$ cat src/rtl/bus_grant_arbiter_if.sv
// Bus arbitration handshake bundle: per-source requests and owner release in,
// one-hot grant, encoded owner index and forced-release flag out.
interface bus_grant_arbiter_if;
    logic [31:0] req;
    logic        rel;
    logic [31:0] gnt;
    logic        gnt_valid;
    logic [4:0]  gnt_idx;
    logic        to_err;

    modport master (
        output req,
        output rel,
        input  gnt,
        input  gnt_valid,
        input  gnt_idx,
        input  to_err
    );

    modport slave (
        input  req,
        input  rel,
        output gnt,
        output gnt_valid,
        output gnt_idx,
        output to_err
    );
endinterface

$ cat src/rtl/bus_grant_arbiter.sv
// Round-robin owner arbiter for the 32-source internal bus, with one dead cycle between owners.
// Define BUS_GRANT_TIMEOUT_EN to build the hold counter that forces release after TIMEOUT cycles.
module bus_grant_arbiter #(
    parameter int NREQ    = 32,
    parameter int IDXW    = 5
`ifdef BUS_GRANT_TIMEOUT_EN
    ,
    parameter int TIMEOUT = 16
`endif
) (
    input  logic                 clk,
    input  logic                 clr,
    bus_grant_arbiter_if.slave   bus
);

    typedef enum logic [1:0] {
        IDLE = 2'd0,
        BUSY = 2'd1,
        TURN = 2'd2
    } state_e;

    state_e            state_q, state_d;
    logic [IDXW-1:0]   ptr_q, ptr_d;
    logic [IDXW-1:0]   idx_q, idx_d;
    logic              valid_q, valid_d;
    logic [NREQ-1:0]   gnt_q, gnt_d;
    logic              to_err_q, to_err_d;

    logic [IDXW-1:0]   win_idx;
    logic              win_found;
    logic              rel_now;
    logic              timeout_hit;

    // Scan from farthest to nearest so the first requester after ptr overrides the rest.
    always_comb begin
        logic [IDXW-1:0] cand;
        win_idx   = '0;
        win_found = 1'b0;
        cand      = '0;
        for (int k = NREQ; k >= 1; k--) begin
            cand = ptr_q + k[IDXW-1:0];
            if (bus.req[cand]) begin
                win_found = 1'b1;
                win_idx   = cand;
            end
        end
    end

    assign rel_now = bus.rel || !bus.req[idx_q];

`ifdef BUS_GRANT_TIMEOUT_EN
    localparam int CNTW = 5;
    logic [CNTW-1:0] cnt_q;

    // Counter sits at zero outside BUSY, so it is already cleared on entry.
    always_ff @(posedge clk) begin
        if (clr || state_q != BUSY) begin
            cnt_q <= '0;
        end else begin
            cnt_q <= cnt_q + 1'b1;
        end
    end

    assign timeout_hit = (state_q == BUSY) && (cnt_q == CNTW'(TIMEOUT - 1));
`else
    assign timeout_hit = 1'b0;
`endif

    always_ff @(posedge clk) begin
        if (clr) begin
            state_q  <= IDLE;
            ptr_q    <= '1;
            idx_q    <= '1;
            valid_q  <= 1'b0;
            gnt_q    <= '0;
            to_err_q <= 1'b0;
        end else begin
            state_q  <= state_d;
            ptr_q    <= ptr_d;
            idx_q    <= idx_d;
            valid_q  <= valid_d;
            gnt_q    <= gnt_d;
            to_err_q <= to_err_d;
        end
    end

    always_comb begin
        state_d = state_q;
        case (state_q)
            IDLE, TURN: state_d = win_found ? BUSY : IDLE;
            BUSY:       if (rel_now || timeout_hit) state_d = TURN;
            default:    state_d = IDLE;
        endcase
    end

    always_comb begin
        ptr_d    = ptr_q;
        idx_d    = idx_q;
        valid_d  = valid_q;
        to_err_d = 1'b0;
        if (state_q == BUSY) begin
            if (rel_now || timeout_hit) begin
                valid_d  = 1'b0;
                idx_d    = '1;
                to_err_d = timeout_hit && !rel_now;
            end
        end else if (win_found) begin
            valid_d = 1'b1;
            idx_d   = win_idx;
            ptr_d   = win_idx;
        end else begin
            valid_d = 1'b0;
            idx_d   = '1;
        end
    end

    // One-hot decode of the next owner; registered alongside idx/valid.
    for (genvar gi = 0; gi < NREQ; gi++) begin : g_gnt
        assign gnt_d[gi] = valid_d && (idx_d == IDXW'(gi));
    end

    assign bus.gnt       = gnt_q;
    assign bus.gnt_valid = valid_q;
    assign bus.gnt_idx   = idx_q;
    assign bus.to_err    = to_err_q;

endmodule
$ cat src/flat_wrapper.sv
// flat-port wrapper written by rule: the top's interface ports become plain ports
module bus_grant_arbiter_flat 
#(
    parameter int NREQ    = 32,
    parameter int IDXW    = 5

)
  (clk, clr, bus_req, bus_rel, bus_gnt, bus_gnt_valid, bus_gnt_idx, bus_to_err);
  bus_grant_arbiter_if bus_i ();
  input  logic clk;
  input  logic clr;
  input wire logic [$bits(bus_i.req)-1:0] bus_req;
  input wire logic [$bits(bus_i.rel)-1:0] bus_rel;
  output wire logic [$bits(bus_i.gnt)-1:0] bus_gnt;
  output wire logic [$bits(bus_i.gnt_valid)-1:0] bus_gnt_valid;
  output wire logic [$bits(bus_i.gnt_idx)-1:0] bus_gnt_idx;
  output wire logic [$bits(bus_i.to_err)-1:0] bus_to_err;
  assign bus_i.req = bus_req;
  assign bus_i.rel = bus_rel;
  assign bus_gnt = bus_i.gnt;
  assign bus_gnt_valid = bus_i.gnt_valid;
  assign bus_gnt_idx = bus_i.gnt_idx;
  assign bus_to_err = bus_i.to_err;
  bus_grant_arbiter #(.NREQ(NREQ), .IDXW(IDXW)) u_core (.clk(clk), .clr(clr), .bus(bus_i));
endmodule
$ cat config.mk
export PLATFORM = sky130hd
export DESIGN_NAME = bus_grant_arbiter_flat
export DESIGN_NICKNAME = d
export VERILOG_FILES = /design/src/rtl/bus_grant_arbiter_if.sv /design/src/rtl/bus_grant_arbiter.sv /design/src/flat_wrapper.sv
export SDC_FILE = /design/constraint.sdc
export NUM_CORES = 1
export LEC_CHECK = 0
export CORE_ASPECT_RATIO = 0.75
export CORE_UTILIZATION = 37
export DETAILED_ROUTE_END_ITERATION = 16
export HOLD_SLACK_MARGIN = 0.02
export PLACE_DENSITY = 0.58
export SYNTH_ARGS = -nofsm -noshare
export SYNTH_HDL_FRONTEND = slang
export SYNTH_SLANG_ARGS = --single-unit
$ cat constraint.sdc
create_clock -name clk -period 9.5 [get_ports clk]
set_input_delay 1.9 -clock clk [delete_from_list [all_inputs] [get_ports clk]]
set_output_delay 1.9 -clock clk [all_outputs]
set_load 0.02 [all_outputs]
==> results of run 1 <==
per-layer routing:
metal	vias up	track usage	part of all wire
met5	-	0	0
met3	62	0.0894	0.14
met2	672	0.397	0.40
met4	0	0.0621	0.021
met1	4779	0.442	0.43
li1	4066	-	-
final cells by class:
type	count	area, µm²
Clock buffer	7	175
Clock inverter	1	5.00
Fill cell	2429	14600
Inverter	11	43.8
Multi-Input combinational cell	853	7980
Sequential cell	45	911
Tap cell	338	423
Timing Repair Buffer	91	863
logic make-up after synthesis:
kind of cell    share of synthesized area
buf+inv                            0.0551
flops                              0.0959
mux                                 0.400
xor+xnor                           0.0400
other cells                      0.000399
compound gates                      0.214
fa+ha+maj                          0.0173
simple gates                        0.177
critical path, delay by kind of cell:
kind	cells	cell delay, ns
compound gates	3	0.88
mux	4	1.96
simple gates	4	1.38
buf+inv	1	0.62
cell usage after synthesis (20+ instances only):
master    instances  area, µm²
mux2i_1          91        911
nand2_1          83        312
mux4_2          100       2250
nor4_1           29        181
o21ai_0          30        150
mux2_2           36        405
xnor2_1          25        219
nor2_1           56        210
clkbuf_1         31        116
dfxtp_1          45        901
nor3_1           20        100
a21oi_1          39        195
nand3_1          24        120
sequential cells by signal (all words and copies together) (netlist names):
register and count:
u_core.bus.gnt_valid 1, u_core.bus.gnt 32, u_core.bus.gnt_idx 5, u_core.state_q 2
u_core.ptr_q 5
worst max-delay path by stage:
stage,start,to,cells past startpoint
3_5_place_dp,bus_req[5],u_core.bus.gnt[21],12
3_3_place_gp,bus_req[12],u_core.bus.gnt[4],12
5_1_grt,bus_req[22],u_core.bus.gnt[17],12
4_1_cts,bus_req[5],u_core.bus.gnt[5],12
2_1_floorplan,bus_req[21],u_core.bus.gnt[15],12
6_report,bus_req[7],u_core.bus.gnt[5],12
stage by stage:
| stage | instance area (µm²) | std cells | setup WS, ns |
|---|---|---|---|
| after detailed placement | 10200 | 1338 | 2.76 |
| after floorplan | 9400 | 987 | 4.35 |
| final | 10400 | 1346 | 2.88 |
| after CTS | 10400 | 1346 | 3.00 |
| after global placement | 10200 | 1338 | 2.83 |
| after global routing | 10400 | 1346 | 2.71 |
==> reports/metrics.yaml, run 1 <==
setup_path:
  crit_path_end_kind: "flip-flop"
  arrival_ns: 6.74
  start_kind: "input port"
  slowest_delay_ns: 0.77
  cp_max_fo: 16
  reg2reg_to: "u_core.bus.gnt[5]"
  crit_slowest_cell: "mux2i_1"
  reg2reg_from: "u_core.ptr_q[2]"
  worst_path_most_repeated_cell: "mux2_2"
  critical_path_class: "in2reg"
  critical_path_required_ns: 9.62
  path_cells: "clkdlybuf4s50_1 -> mux2_2 -> mux4_2 -> mux2_2 -> mux2i_1 -> nand3_1 -> or4_4 -> and3b_2 -> a21oi_4 -> o21ai_2 -> o22a_1 -> nor4_1"
  r2r_cells: 15
  r2r_slack_ns: 3.22
yosys:
  syn-cell-area_mm2: 0.00940
  synth-edff-count: 0
  synth-seq-cells: 45
  synthFlopType: "dfxtp_1"
  avgSynthCellArea_um2: 9.52
  ys_seq_area_frac: 0.0959
  synth_cell_types: 105
  yosysWarnings: 0
  syn-num-nets: 1035
  syn_inst: 987
  async_flop_share: 0
finish:
  final_common_cell: "mux4_2"
  antenna_cells: 0
  mostFrequentLayoutCells: "mux4_2 (100), mux2i_1 (91), nand2_1 (83), clkdlybuf4s50_1 (72), nor2_1 (56)"
  final_core_util: 0.417
  final_nets: 1055
  area_growth_pct: 10.7
  drive_above_1_share: 0.231
clock_network:
  cts_hold_buf: 0
  clk_latency_ns: 0.28
  clock-root-buffer: "clkbuf_16"
  cts_setup_buffers: 0
  cts_tree: "done"
  path_clk_slew_ns: 0.06
  cts_resized: 0
  numClockSinks: 45
  numCtsBuffers: 5
  cts_max_level: 2
  cts_max_path_buffers: 2
global_routing:
  grt_antenna_before_repair: 0
  grt.total_usage: 0.291
  grt_pass1_vias: 8866
  grt_overflow: 0
  grt_pass1_wl_um: 57600
  grt_start_max_net_pins: 54
routing:
  wl_um: 37700
  vias: 9579
  drtIter0Drc: 1339
  ant_nets: 0
  drt_pass1_iterations: 6
  route.detailed.drc: 0
  wl_per_cell_um: 28.0
  vias_per_cell: 7.12
floorplan:
  die_y_um: 140
  initial_core_util: 0.376
  ioPinCount: 74
  fp.dieW_um: 186
  die_area_mm2: 0.0260
  fp-row-count: 50
  floorplan.core_area_mm2: 0.0250
min_path:
  hold_depth: 3
  min_to: "u_core.state_q[0]"
  min_path_type: "reg2reg"
  hp-start: "u_core.state_q[0]"
timing:
  final-max-slew-violation-count: 0
  hold_slack_ns: 0.553
  hold_viol: 0
  slew_headroom: 0.150
  setup_tns_ns: 0
  grt_setup_unrepaired: "no"
  fin_skew_ns: 0.00355
  max_freq_ghz: 0.151
  setup_violations: 0
  period_share: 0.697
  period_needed_ns: 6.62
  tightest_slew_ns: 1.27
flow_run:
  cap_viol_max_count: 0
placed_design:
  dp_hpwl_um: 28200
  globalplace.congestion: 1.03
  port_buffers: 72
status:
  status: "completed"
Power of run 1 is not shown: default switching activity piles up to over one toggle a cycle in this logic, so the estimate is an artifact.
==> inputs of run 2 (changes only) <==
--- a/config.mk
+++ b/config.mk
@@ -9,7 +9,7 @@
 export CORE_UTILIZATION = 37
 export DETAILED_ROUTE_END_ITERATION = 16
 export HOLD_SLACK_MARGIN = 0.02
-export PLACE_DENSITY = 0.58
+export PLACE_DENSITY = 0.6
 export SYNTH_ARGS = -nofsm -noshare
 export SYNTH_HDL_FRONTEND = slang
 export SYNTH_SLANG_ARGS = --single-unit
==> constraint.sdc (replaced) <==
create_clock -name clk -period 5.6 [get_ports clk]
set_input_delay 1.12 -clock clk [delete_from_list [all_inputs] [get_ports clk]]
set_output_delay 1.12 -clock clk [all_outputs]
set_load 0.02 [all_outputs]
==> run 2 against run 1 <==
Worst hold slack improved by 0.010 ns. Clock-buffer cell count fell by 1. Non-clock buffer count increased by 53. Cell count increased by 3.9%.
==> reports/metrics.yaml, run 2 (synthesis results as in run 1) <==
finish:
  antenna_cells: 0
  area_growth_pct: 15.1
  final_common_cell: "mux4_2"
  multi_input_area_mm2: 0.00799
  largest_register_ffs: 32
  mostFrequentLayoutCells: "mux4_2 (100), mux2i_1 (91), nand2_1 (83), clkdlybuf4s50_1 (72), buf_4 (68)"
  final_nets: 1108
  nFillCells: 2405
  seqCellArea_um2: 911
  drive_above_1_share: 0.270
floorplan:
  fp.dieW_um: 186
  ioPinCount: 74
  die_y_um: 140
  die_area_mm2: 0.0260
  initial_core_util: 0.376
  fp-row-count: 50
  floorplan.core_area_mm2: 0.0250
clock_network:
  clock-root-buffer: "clkbuf_16"
  cts_hold_buf: 0
  path_clk_slew_ns: 0.06
  clk_latency_ns: 0.28
  cts_tree: "done"
  cts_max_path_buffers: 2
  cts_max_level: 2
  numCtsBuffers: 5
  numClockSinks: 45
timing:
  max_freq_ghz: 0.185
  period_needed_ns: 5.42
  setup_tns_ns: 0
  tightest_slew_ns: 1.01
  fin_skew_ns: 0.00357
  setup_violations: 0
  hold_viol: 0
  grt_setup_unrepaired: "no"
  period_share: 0.967
  final-max-slew-violation-count: 0
  slew_headroom: 0.321
routing:
  drtIter0Drc: 1409
  vias: 9820
  drt_pass1_iterations: 5
  wl_um: 40300
  vias_per_cell: 7.02
  route.detailed.drc: 0
  wl_per_cell_um: 28.8
  ant_nets: 0
global_routing:
  grt.total_usage: 0.310
  grt_pass1_vias: 8979
  grt_pass1_wl_um: 59900
  grt_antenna_before_repair: 0
  grt_overflow: 0
  grt_start_max_net_pins: 76
setup_path:
  worst_path_most_repeated_cell: "nor4_1"
  critical_path_required_ns: 5.73
  slowest_delay_ns: 0.65
  crit_path_end_kind: "flip-flop"
  arrival_ns: 5.54
  critical_path_class: "in2reg"
  start_kind: "input port"
  crit_slowest_cell: "mux4_2"
  cp_max_fo: 17
  path_cells: "clkdlybuf4s50_1 -> mux4_2 -> buf_4 -> mux2i_1 -> o22ai_1 -> nor2_1 -> o2111ai_1 -> nor4_1 -> o311ai_1 -> nand2_1 -> a21o_1 -> nor4_1"
flow_run:
  cap_viol_max_count: 0
placed_design:
  dp_hpwl_um: 31700
  port_buffers: 72
  globalplace.congestion: 1.08
status:
  status: "completed"
min_path:
  min_path_type: "reg2reg"
run 2: cell count changes in the layout (fill, tap and decap cells not counted), sizes merged:
| cell | delta |
|---|---|
| buf | +53 |
| clkbuf | -1 |
| clkinv | +1 |
run 2: layout make-up:
class / instances / area share
Sequential cell: 45 / 0.0842
Timing Repair Buffer: 144 / 0.121
Multi-Input combinational cell: 853 / 0.739
Clock buffer: 6 / 0.0119
Clock inverter: 2 / 0.000926
Tap cell: 338 / 0.0391
Inverter: 11 / 0.00405
run 2: metrics by stage:
step / cell area (µm²) / hold slack, ns / util / setup WS, ns / cells
after floorplan: 9400 / 0.512 / - / 0.464 / 987
after global routing: 10800 / 0.615 / 0.433 / 0.0785 / 1399
after global placement: 10700 / 0.542 / 0.427 / 0.100 / 1391
after CTS: 10800 / 0.565 / 0.433 / 0.332 / 1399
final: 10800 / 0.564 / 0.433 / 0.182 / 1399
after detailed placement: 10700 / 0.552 / 0.427 / 0.0627 / 1391
run 2: worst paths after layout:
path | start | to | slack (ns) | cells after the start
worst max-delay path | bus_req[5] | u_core.bus.gnt[5] | 0.18 | 12
worst min-delay path | u_core.state_q[0] | u_core.state_q[0] | 0.56 | 3
worst max register to register | u_core.ptr_q[1] | u_core.bus.gnt[5] | 0.34 | 14
worst min register to register | u_core.state_q[0] | u_core.state_q[0] | 0.56 | 3
run 2: timing repair:
item,in CTS,in global routing
gates resized for setup,0,2
setup buffers,0,0
setup endpoints to repair,0,6
run 2: worst max-delay path: cells and delay by family:
| kind | cells | cell delay [ns] |
|---|---|---|
| mux | 2 | 0.92 |
| buf+inv | 2 | 0.81 |
| simple gates | 4 | 1.49 |
| compound gates | 4 | 1.19 |
run 2: routing by layer:
metal / vias up / share of wire / track usage
li1: 4176 / - / -
met1: 4864 / 0.44 / 0.487
met2: 728 / 0.40 / 0.419
met3: 52 / 0.14 / 0.0819
met4: 0 / 0.017 / 0.0535
met5: - / 0 / 0
Power of run 2 is left out for the same reason.
